File: src/rtl/cdc_clear_seq_pkg.sv
// cdc_clear_seq shared types.
// Sequencer state encoding.
package cdc_clear_seq_pkg;

  typedef enum logic [1:0] {
    IDLE     = 2'd0,
    DRAIN    = 2'd1,
    REQ      = 2'd2,
    WAIT_REL = 2'd3
  } cdc_clr_state_e;

  function automatic int unsigned cw(
    input int unsigned n
  );
    return (n > 1) ? $clog2(n) : 1;
  endfunction

endpackage

File: src/rtl/cdc_clear_seq_timer.sv
// Drain timeout counter for cdc_clear_seq.
// Built only with CDC_CLEAR_SEQ_TIMEOUT_EN.
module cdc_clear_seq_timer
  import cdc_clear_seq_pkg::*;
#(
  parameter int TIMEOUT_CYCLES = 1024
) (
  input  logic clk_i,
  input  logic rst_ni,
  input  logic load,
  input  logic en,
  output logic expire
);

  localparam int TW = cw(TIMEOUT_CYCLES);

  logic [TW-1:0] cnt_q;

  // restart on drain entry, count while draining
  always_ff @(posedge clk_i or negedge rst_ni) begin
    if (!rst_ni) begin
      cnt_q <= '0;
    end else if (load) begin
      cnt_q <= '0;
    end else if (en && !expire) begin
      cnt_q <= cnt_q + TW'(1);
    end
  end

  assign expire = (cnt_q == TW'(TIMEOUT_CYCLES - 1));

endmodule

File: src/rtl/cdc_clear_seq.sv
// Clear sequencer upstream of a CDC clear synchronizer.
// Optional drain timeout: CDC_CLEAR_SEQ_TIMEOUT_EN.
module cdc_clear_seq
  import cdc_clear_seq_pkg::*;
#(
  parameter int MAX_OUTSTANDING = 8,
  parameter int TIMEOUT_CYCLES  = 1024
) (
  input  logic clk_i,
  input  logic rst_ni,
  input  logic clear_req_i,
  input  logic txn_issue_i,
  input  logic txn_retire_i,
  input  logic sync_clear_i,
  output logic sync_clear_o,
  output logic gate_o,
  output logic busy_o,
  output logic done_o,
  output logic timeout_o,
  output logic err_o,
  output logic [$clog2(MAX_OUTSTANDING+1)-1:0]
               outstanding_o
);

  localparam int CW = $clog2(MAX_OUTSTANDING + 1);

  cdc_clr_state_e state_q, state_d;
  logic [CW-1:0]  cnt_q;
  logic           done_q;
  logic           err_q;
  logic           expire;
  logic           start;
  logic           empty;
  logic           full;
  logic           issue_ok;
  logic           retire_ok;
  logic           issue_err;
  logic           retire_err;

  assign start = (state_q == IDLE) && clear_req_i;
  assign empty = (cnt_q == '0);
  assign full  = (cnt_q == CW'(MAX_OUTSTANDING));

`ifdef CDC_CLEAR_SEQ_TIMEOUT_EN
  logic timeout_q;

  cdc_clear_seq_timer #(
    .TIMEOUT_CYCLES(TIMEOUT_CYCLES)
  ) u_timer (
    .clk_i (clk_i),
    .rst_ni(rst_ni),
    .load  (start),
    .en    (state_q == DRAIN),
    .expire(expire)
  );

  // sticky abort flag, cleared when a new clear starts
  always_ff @(posedge clk_i or negedge rst_ni) begin
    if (!rst_ni) begin
      timeout_q <= 1'b0;
    end else if (start) begin
      timeout_q <= 1'b0;
    end else if (state_q == DRAIN && !empty && expire) begin
      timeout_q <= 1'b1;
    end
  end

  assign timeout_o = timeout_q;
`else
  // never true for a legal TIMEOUT_CYCLES
  assign expire    = (TIMEOUT_CYCLES < 1);
  assign timeout_o = 1'b0;
`endif

  // state register
  always_ff @(posedge clk_i or negedge rst_ni) begin
    if (!rst_ni) state_q <= IDLE;
    else         state_q <= state_d;
  end

  // next-state decode
  always_comb begin
    state_d = state_q;
    unique case (state_q)
      IDLE:     if (clear_req_i)   state_d = DRAIN;
      DRAIN:    if (empty || expire) state_d = REQ;
      REQ:      if (sync_clear_i)  state_d = WAIT_REL;
      WAIT_REL: if (!sync_clear_i) state_d = IDLE;
      default:                     state_d = IDLE;
    endcase
  end

  // an issue at full is legal when a retire frees a slot
  // in the same cycle, and vice versa at empty
  assign issue_ok  = txn_issue_i && !gate_o &&
                     (!full || txn_retire_i);
  assign retire_ok = txn_retire_i && !sync_clear_i &&
                     (!empty || issue_ok);
  assign issue_err  = txn_issue_i && !issue_ok;
  assign retire_err = txn_retire_i && !sync_clear_i &&
                      !retire_ok;

  // in-flight count, zeroed by any synchronizer clear
  always_ff @(posedge clk_i or negedge rst_ni) begin
    if (!rst_ni) begin
      cnt_q <= '0;
    end else begin
      unique case (1'b1)
        sync_clear_i:
          cnt_q <= '0;
        issue_ok && !retire_ok:
          cnt_q <= cnt_q + CW'(1);
        retire_ok && !issue_ok:
          cnt_q <= cnt_q - CW'(1);
        default: ;
      endcase
    end
  end

  // completion pulse and sticky error flag
  always_ff @(posedge clk_i or negedge rst_ni) begin
    if (!rst_ni) begin
      done_q <= 1'b0;
      err_q  <= 1'b0;
    end else begin
      done_q <= (state_q == WAIT_REL) && !sync_clear_i;
      err_q  <= err_q | issue_err | retire_err;
    end
  end

  assign sync_clear_o  = (state_q == REQ);
  assign busy_o        = (state_q != IDLE);
  assign gate_o        = busy_o | sync_clear_i;
  assign done_o        = done_q;
  assign err_o         = err_q;
  assign outstanding_o = cnt_q;

endmodule

File: config.mk
export PLATFORM = sky130hd
export DESIGN_NAME = cdc_clear_seq
export DESIGN_NICKNAME = d
export VERILOG_FILES = /design/src/rtl/cdc_clear_seq_pkg.sv /design/src/rtl/cdc_clear_seq_timer.sv /design/src/rtl/cdc_clear_seq.sv
export SDC_FILE = /design/constraint.sdc
export NUM_CORES = 1
export LEC_CHECK = 0
export BUFFER_PORTS_ARGS = -buffer_cell sky130_fd_sc_hd__buf_4
export CORE_MARGIN = 4
export CORE_UTILIZATION = 40
export CTS_BUF_LIST = sky130_fd_sc_hd__clkbuf_4 sky130_fd_sc_hd__clkbuf_8
export DETAILED_ROUTE_END_ITERATION = 10
export PLACE_DENSITY = 0.63
export RECOVER_POWER = 50
export SLEW_MARGIN = 15
export SYNTH_ARGS = -nofsm -noshare
export SYNTH_HDL_FRONTEND = slang
export SYNTH_HIERARCHICAL = 1
export SYNTH_SLANG_ARGS = --single-unit
File: constraint.sdc
create_clock -name clk_i -period 7 [get_ports clk_i]
set_input_delay 0.35 -clock clk_i [delete_from_list [all_inputs] [get_ports clk_i]]
set_output_delay 0.35 -clock clk_i [all_outputs]
set_load 0.01 [all_outputs]
==> impl_metrics.py, run 1 <==
metrics = {
    "outcome": {
        "outcome": "finished, final reports clean",
    },
    "worst_hold_path": {
        "hold_depth": 2,
        "hold_class": "in2reg",
    },
    "drt": {
        "antenna_left": 0,
        "wl_per_cell_um": 13.9,
        "routed_wl_um": 1450,
        "vias": 610,
        "firstDrtPassIters": 4,
        "drc_errors": 0,
        "drtIter0Drc": 17,
        "vias_per_cell": 5.87,
    },
    "synth": {
        "synthArstFlopShare": 1.00,
        "yosys.area_share.adder": 0.158,
        "ys.flop_type": "dfrtp_1",
        "synth_top_family_by_area": "simple AND/OR/NAND/NOR gates",
        "synth-edff-count": 0,
        "synth-simple-area-share": 0.210,
        "synth_top_area_frac": 0.294,
        "synth_xor_xnor_area_share": 0.0257,
        "yosysWarnings": 6,
        "avgSynthCellArea_um2": 9.45,
        "synth-seq-area-share": 0.294,
        "synth_area_um2": 681,
        "netlist_instances": 72,
        "synth_seq_cells": 8,
        "yosysTopAreaCell": "dfrtp_1",
        "synth_cell_types": 36,
        "synth_nets": 86,
        "synth-compound-area-share": 0.189,
        "synthMuxAreaShare": 0.0662,
        "yosys-top-cells-area": "dfrtp_1 29%, ha_1 13%, mux2i_1 4.4%",
    },
    "cells_and_area": {
        "final_core_util": 0.520,
        "nNetsFinal": 104,
        "antenna_cells": 0,
        "drive_gt1_frac": 0.205,
        "syn_to_final_growth_pct": 19.1,
        "stdcell_count": 104,
    },
    "critical_path": {
        "r2r_end": "outstanding_o[3]",
        "r2r_start": "state_q[1]",
        "crit_chain": "inv_1 > ha_1 > and3_1 > nor3_1 > ha_1 > a21o_2 > a21oi_1 > mux2i_1 > o211ai_1",
        "crit_start": "state_q[1]",
        "path_delay_family": "adder cells",
        "r2r_slack_ps": 4430,
        "crit_path_start_kind": "register",
        "crit_type": "reg2reg",
        "worstSetupEndpointType": "register",
        "critPathMaxFanout": 6,
        "r2r_cells": 9,
        "critPathBufInv": 1,
        "cp_slowest_cell": "dfrtp_1",
        "max_stage_delay_ps": 390,
        "crit_end": "outstanding_o[3]",
        "crit_top_cell": "ha_1",
        "worstPathArrival_ps": 2690,
        "crit_required_ps": 7120,
        "critical_path_cell_count": 9,
    },
    "clock_network": {
        "cts.path.max_buffers": 2,
        "post_cts_buffers": 0,
        "path_clk_slew_ps": 60,
        "clkLatencyLatePin_ps": 260,
        "cts_tree": "done",
        "clock-sinks": 8,
        "clockRootBuffer": "clkbuf_4",
        "cts_made_buffers": 3,
        "cts_max_level": 1,
    },
    "placed_design": {
        "dp_hpwl_um": 1130,
        "gp_congestion": 0.815,
        "portBuffers": 14,
        "post-place-ws_ps": 4410,
        "dp.cells": 100,
    },
    "floorplan": {
        "die_w_um": 49.3,
        "num_rows": 14,
        "die_area_um2": 2430,
        "start_util": 0.437,
        "core_um2": 1560,
        "ios": 16,
        "die_y_um": 49.3,
    },
    "timing": {
        "finalCriticalPeriod_ps": 2570,
        "setup_slack_ps": 4430,
        "fin_skew_ps": 2.03,
        "min_period_over_period": 0.367,
        "tns_ps": 0,
        "hold_viol_final": 0,
        "rsz0062_at_grt": "false",
        "finalSetupViolations": 0,
        "fmax_mhz": 389,
        "slew_violations": 0,
    },
    "global_routing": {
        "grt_pass1_wl_um": 2480,
        "track_usage": 0.132,
        "grt_max_degree": 10,
        "antenna_found_initial": 0,
        "grt_pass1_vias": 554,
        "grt-ovfl-total": 0,
    },
    "power_and_ir_drop": {
        "peakVddDrop_mv": 0.219,
        "p_per_area_nw_per_um2": 282,
        "leakage_nw": 0.399,
    },
    "flow_run": {
        "max_cap_viol_count": 0,
    },
}
## cell type report
cell class	instances	area (µm²)
multi-input combinational	56	445
sequential	8	200
tap	16	20.0
inverter	6	22.5
fill	145	748
timing repair buffer	15	100
clock buffer	3	22.5
## per-layer routing
| metal | wire length, µm | up-vias | track usage |
|---|---|---|---|
| met5 | 0 | - | 0 |
| met3 | 111 | 4 | 0.0245 |
| li1 | - | 296 | - |
| met2 | 693 | 26 | 0.201 |
| met1 | 617 | 284 | 0.174 |
| met4 | 26 | 0 | 0.0711 |
## power breakdown
part / switching, mW / leakage, nW / internal (mW) / total (mW)
combinational: 0.0636 / 0.284 / 0.0580 / 0.122
clock: 0.0167 / 0.0138 / 0.0197 / 0.0364
sequential: 0.0133 / 0.101 / 0.0569 / 0.0702
total: 0.0936 / 0.399 / 0.135 / 0.228
## synthesized netlist by cell type, types with 2 or more instances
master / instances
inv_1: 6
a21oi_1: 4
nor4b_1: 2
nor2_1: 6
ha_1: 7
mux2i_1: 3
nand3b_1: 2
nor2b_1: 2
nor3_1: 3
nand2_1: 4
dfrtp_1: 8
## worst reg2reg max path: stages, from the launching register on
cell and delay (ps):
dfrtp_1 390, inv_1 100, ha_1 270, and3_1 230, nor3_1 340, ha_1 320
a21o_2 210, a21oi_1 280, mux2i_1 220, o211ai_1 100
## cell families after synthesis
| kind of cell | after synthesis |
|---|---|
| buffers and inverters | 8 |
| xor gates and xnor gates | 2 |
| adders and majority gates | 8 |
| other | 1 |
| DFF | 8 |
| and+or+nand+nor | 24 |
| muxes | 4 |
| AOI/OAI and AO/OA | 17 |
## repair_timing
action                                 in CTS  in global routing
endpoints found under the hold margin       8                  0
gates resized for setup                     0                  0
hold buffers                                1                  0
## per-stage QoR
step	cell area [µm²]	hold slack, ps	total power [mW]
CTS	826	324	0.233
global placement	793	175	0.192
detailed placement	793	177	0.194
global route	811	324	0.248
finish	811	329	0.228
floorplan	681	54.4	0.155
## state kept, by name, indices dropped and copies added, names as in the netlist
signal         count
state_q            2
outstanding_o      4
done_o             1
err_o              1
## how the worst min path moves through the flow
stage / from / endpoint / slack, ps
2_1_floorplan: rst_ni / done_o / 50
3_3_place_gp: rst_ni / outstanding_o[0] / 180
3_5_place_dp: rst_ni / outstanding_o[0] / 180
4_1_cts: sync_clear_i / done_o / 320
5_1_grt: sync_clear_i / done_o / 320
6_report: sync_clear_i / done_o / 330
## layout by cell type, fill, tap and decap left out, drive strengths merged, types with 2 or more instances in the layout
| cell type | n |
|---|---|
| a21oi | 4 |
| clkbuf | 7 |
| buf | 10 |
| nor2 | 6 |
| nand2 | 4 |
| nor2b | 2 |
| ha | 7 |
| nor3 | 3 |
| dfrtp | 8 |
| nand3b | 2 |
| o221ai | 2 |
| inv | 6 |
| nor4b | 2 |
| mux2i | 3 |
Note: power is estimated with default switching activity, not from simulation.
==> run 2: changes to the inputs <==
Settings changed: ABC_AREA set to 1, PLACE_DENSITY 0.63 to 0.66.
Clock period 7 ns to 2.2 ns, I/O delays scaled along.
==> run 2 against run 1 <==
First-iteration DRC count decreased by 88%. Design area increased by 1.9%. Utilization increased by 2.2 points. Worst hold slack got worse by 290 ps. Critical path depth increased by 5. Final cell count increased by 4.8%. Highest routed layer unchanged.
==> impl_metrics.py, run 2 <==
metrics = {
    "synth": {
        "synth-edff-count": 0,
        "synth_cell_types": 27,
        "synth_seq_cells": 8,
        "netlist_instances": 72,
        "synth_top_area_frac": 0.310,
        "ys.flop_type": "dfrtp_1",
        "yosysTopAreaCell": "dfrtp_1",
        "yosysMostFrequentCell": "nand2_1",
        "yosysWarnings": 6,
        "synthArstFlopShare": 1.00,
        "synth_common_cells": "11 x nand2_1, 8 x dfrtp_1, 7 x ha_1",
        "synth_area_um2": 646,
        "synth-seq-area-share": 0.310,
        "avgSynthCellArea_um2": 8.97,
        "yosys-top-cells-area": "dfrtp_1 31%, ha_1 14%, nand2_1 6.4%",
        "synth_nets": 86,
    },
    "cells_and_area": {
        "syn_to_final_growth_pct": 27.9,
        "largest_reg_flops": 4,
        "final_common_cell": "buf_4",
        "drive_gt1_frac": 0.398,
        "final_cell_mix": "13 x buf_4, 11 x nand2_1, 8 x dfrtp_1",
        "nFillCells": 145,
        "stdcell_count": 109,
        "final_core_util": 0.542,
        "antenna_cells": 0,
        "multi_input_area_um2": 417,
        "nNetsFinal": 109,
        "layout.area.seq_um2": 200,
    },
    "drt": {
        "drtIter0Drc": 2,
        "antenna_left": 0,
        "drc_errors": 0,
        "vias_per_cell": 4.78,
        "firstDrtPassIters": 3,
        "routed_wl_um": 1240,
        "vias": 521,
        "wl_per_cell_um": 11.4,
    },
    "timing": {
        "fin_skew_ps": 5.32,
        "hold_viol_final": 0,
        "fmax_mhz": 499,
        "finalSetupViolations": 0,
        "setup_slack_ps": 194,
        "rsz0062_at_grt": "false",
        "min_period_over_period": 0.912,
        "slew_violations": 0,
        "finalCriticalPeriod_ps": 2010,
        "tns_ps": 0,
    },
    "power_and_ir_drop": {
        "switchingPower_uw": 423,
        "pwr-share-seq": 0.268,
        "pwr-share-clk": 0.122,
        "leakage_nw": 0.420,
        "power.internal_uw": 511,
        "swShare": 0.453,
        "p_comb_frac": 0.610,
        "peakVddDrop_mv": 0.602,
        "power_uw": 935,
        "p_per_area_nw_per_um2": 1130,
    },
    "clock_network": {
        "path_clk_slew_ps": 60,
        "cts_tree": "done",
        "clockRootBuffer": "clkbuf_4",
        "clock-sinks": 8,
        "cts_max_level": 1,
        "post_cts_buffers": 0,
        "clkLatencyLatePin_ps": 250,
        "cts.path.max_buffers": 2,
        "cts_made_buffers": 3,
    },
    "worst_hold_path": {
        "hold_class": "in2reg",
    },
    "floorplan": {
        "die_w_um": 48.2,
        "die_y_um": 48.2,
        "start_util": 0.424,
        "die_area_um2": 2320,
        "core_um2": 1520,
        "num_rows": 14,
        "ios": 16,
    },
    "global_routing": {
        "antenna_found_initial": 0,
        "grt_max_degree": 9,
        "grt_pass1_vias": 472,
        "grt_pass1_wl_um": 2110,
        "grt-ovfl-total": 0,
        "track_usage": 0.135,
    },
    "critical_path": {
        "worstSetupEndpointType": "register",
        "crit_required_ps": 2400,
        "crit_path_start_kind": "register",
        "critPathMaxFanout": 4,
        "worstPathArrival_ps": 2200,
        "crit_type": "reg2reg",
    },
    "placed_design": {
        "portBuffers": 14,
        "gp_congestion": 0.784,
        "dp_hpwl_um": 975,
        "dp.cells": 105,
        "post-place-ws_ps": 81.3,
    },
    "outcome": {
        "outcome": "finished, final reports clean",
    },
    "flow_run": {
        "max_cap_viol_count": 0,
    },
}
## run 2: critical path, cell delays in order (launching register included)
cell,delay [ps]
dfrtp_1,400
inv_1,90
ha_2,210
nand2_4,80
nor2_8,100
nand2_2,80
nand2_4,60
inv_2,60
ha_4,230
a21oi_2,160
nand2_1,80
nand2_1,60
nand2_1,50
or2_1,220
nand3_2,70
## run 2: what timing repair did
item / CTS / global route
hold buffers: 1 / 0
gates resized for setup: 0 / 3
endpoints found under the hold margin: 8 / 0
setup endpoints to repair: 0 / 1
## run 2: area by class of cell
type | instances | area share
timing repair buffer | 19 | 0.153
inverter | 10 | 0.0485
tap | 16 | 0.0242
multi-input combinational | 53 | 0.505
clock buffer | 3 | 0.0273
sequential | 8 | 0.242
## run 2: worst paths after layout
kind / from / endpoint / slack [ps] / cells after the start
min in group asynchronous: rst_ni / outstanding_o[0] / 310 / 2
max in group asynchronous: rst_ni / outstanding_o[2] / 1560 / 2
worst min-delay path: sync_clear_i / done_o / 30 / 2
worst min register to register: err_o / err_o / 460 / 1
worst max-delay path: state_q[1] / outstanding_o[3] / 190 / 14
worst max register to register: state_q[1] / outstanding_o[3] / 190 / 14
## run 2: per-stage QoR
step	hold WS, ps	instance area (µm²)
global placement	-63.2	793
detailed placement	-60.9	793
global route	29.3	826
CTS	23.9	826
floorplan	-186	646
finish	34.4	826
## run 2: metal layers
metal	vias to the layer above	wire, µm	global-route usage
li1	274	-	-
met1	235	568	0.195
met2	10	599	0.180
met3	2	65	0.0664
met4	0	8	0.0323
met5	-	0	0
## run 2: cell families after synthesis
logic type                 count (synthesis)  synth area share
other                                      1           0.00581
and+or+nand+nor                           33             0.331
buffers and inverters                     11            0.0737
xor gates and xnor gates                   1            0.0136
DFF                                        8             0.310
AOI/OAI and AO/OA                         10            0.0988
adders and majority gates                  8             0.167
## run 2: power by group through the flow
stage / combinational (mW) / clock, mW / sequential (mW)
global placement: 0.569 / 0 / 0.251
global route: 0.662 / 0.129 / 0.258
detailed placement: 0.578 / 0 / 0.251
finish: 0.571 / 0.114 / 0.250
CTS: 0.581 / 0.122 / 0.249
floorplan: 0.351 / 0 / 0.272
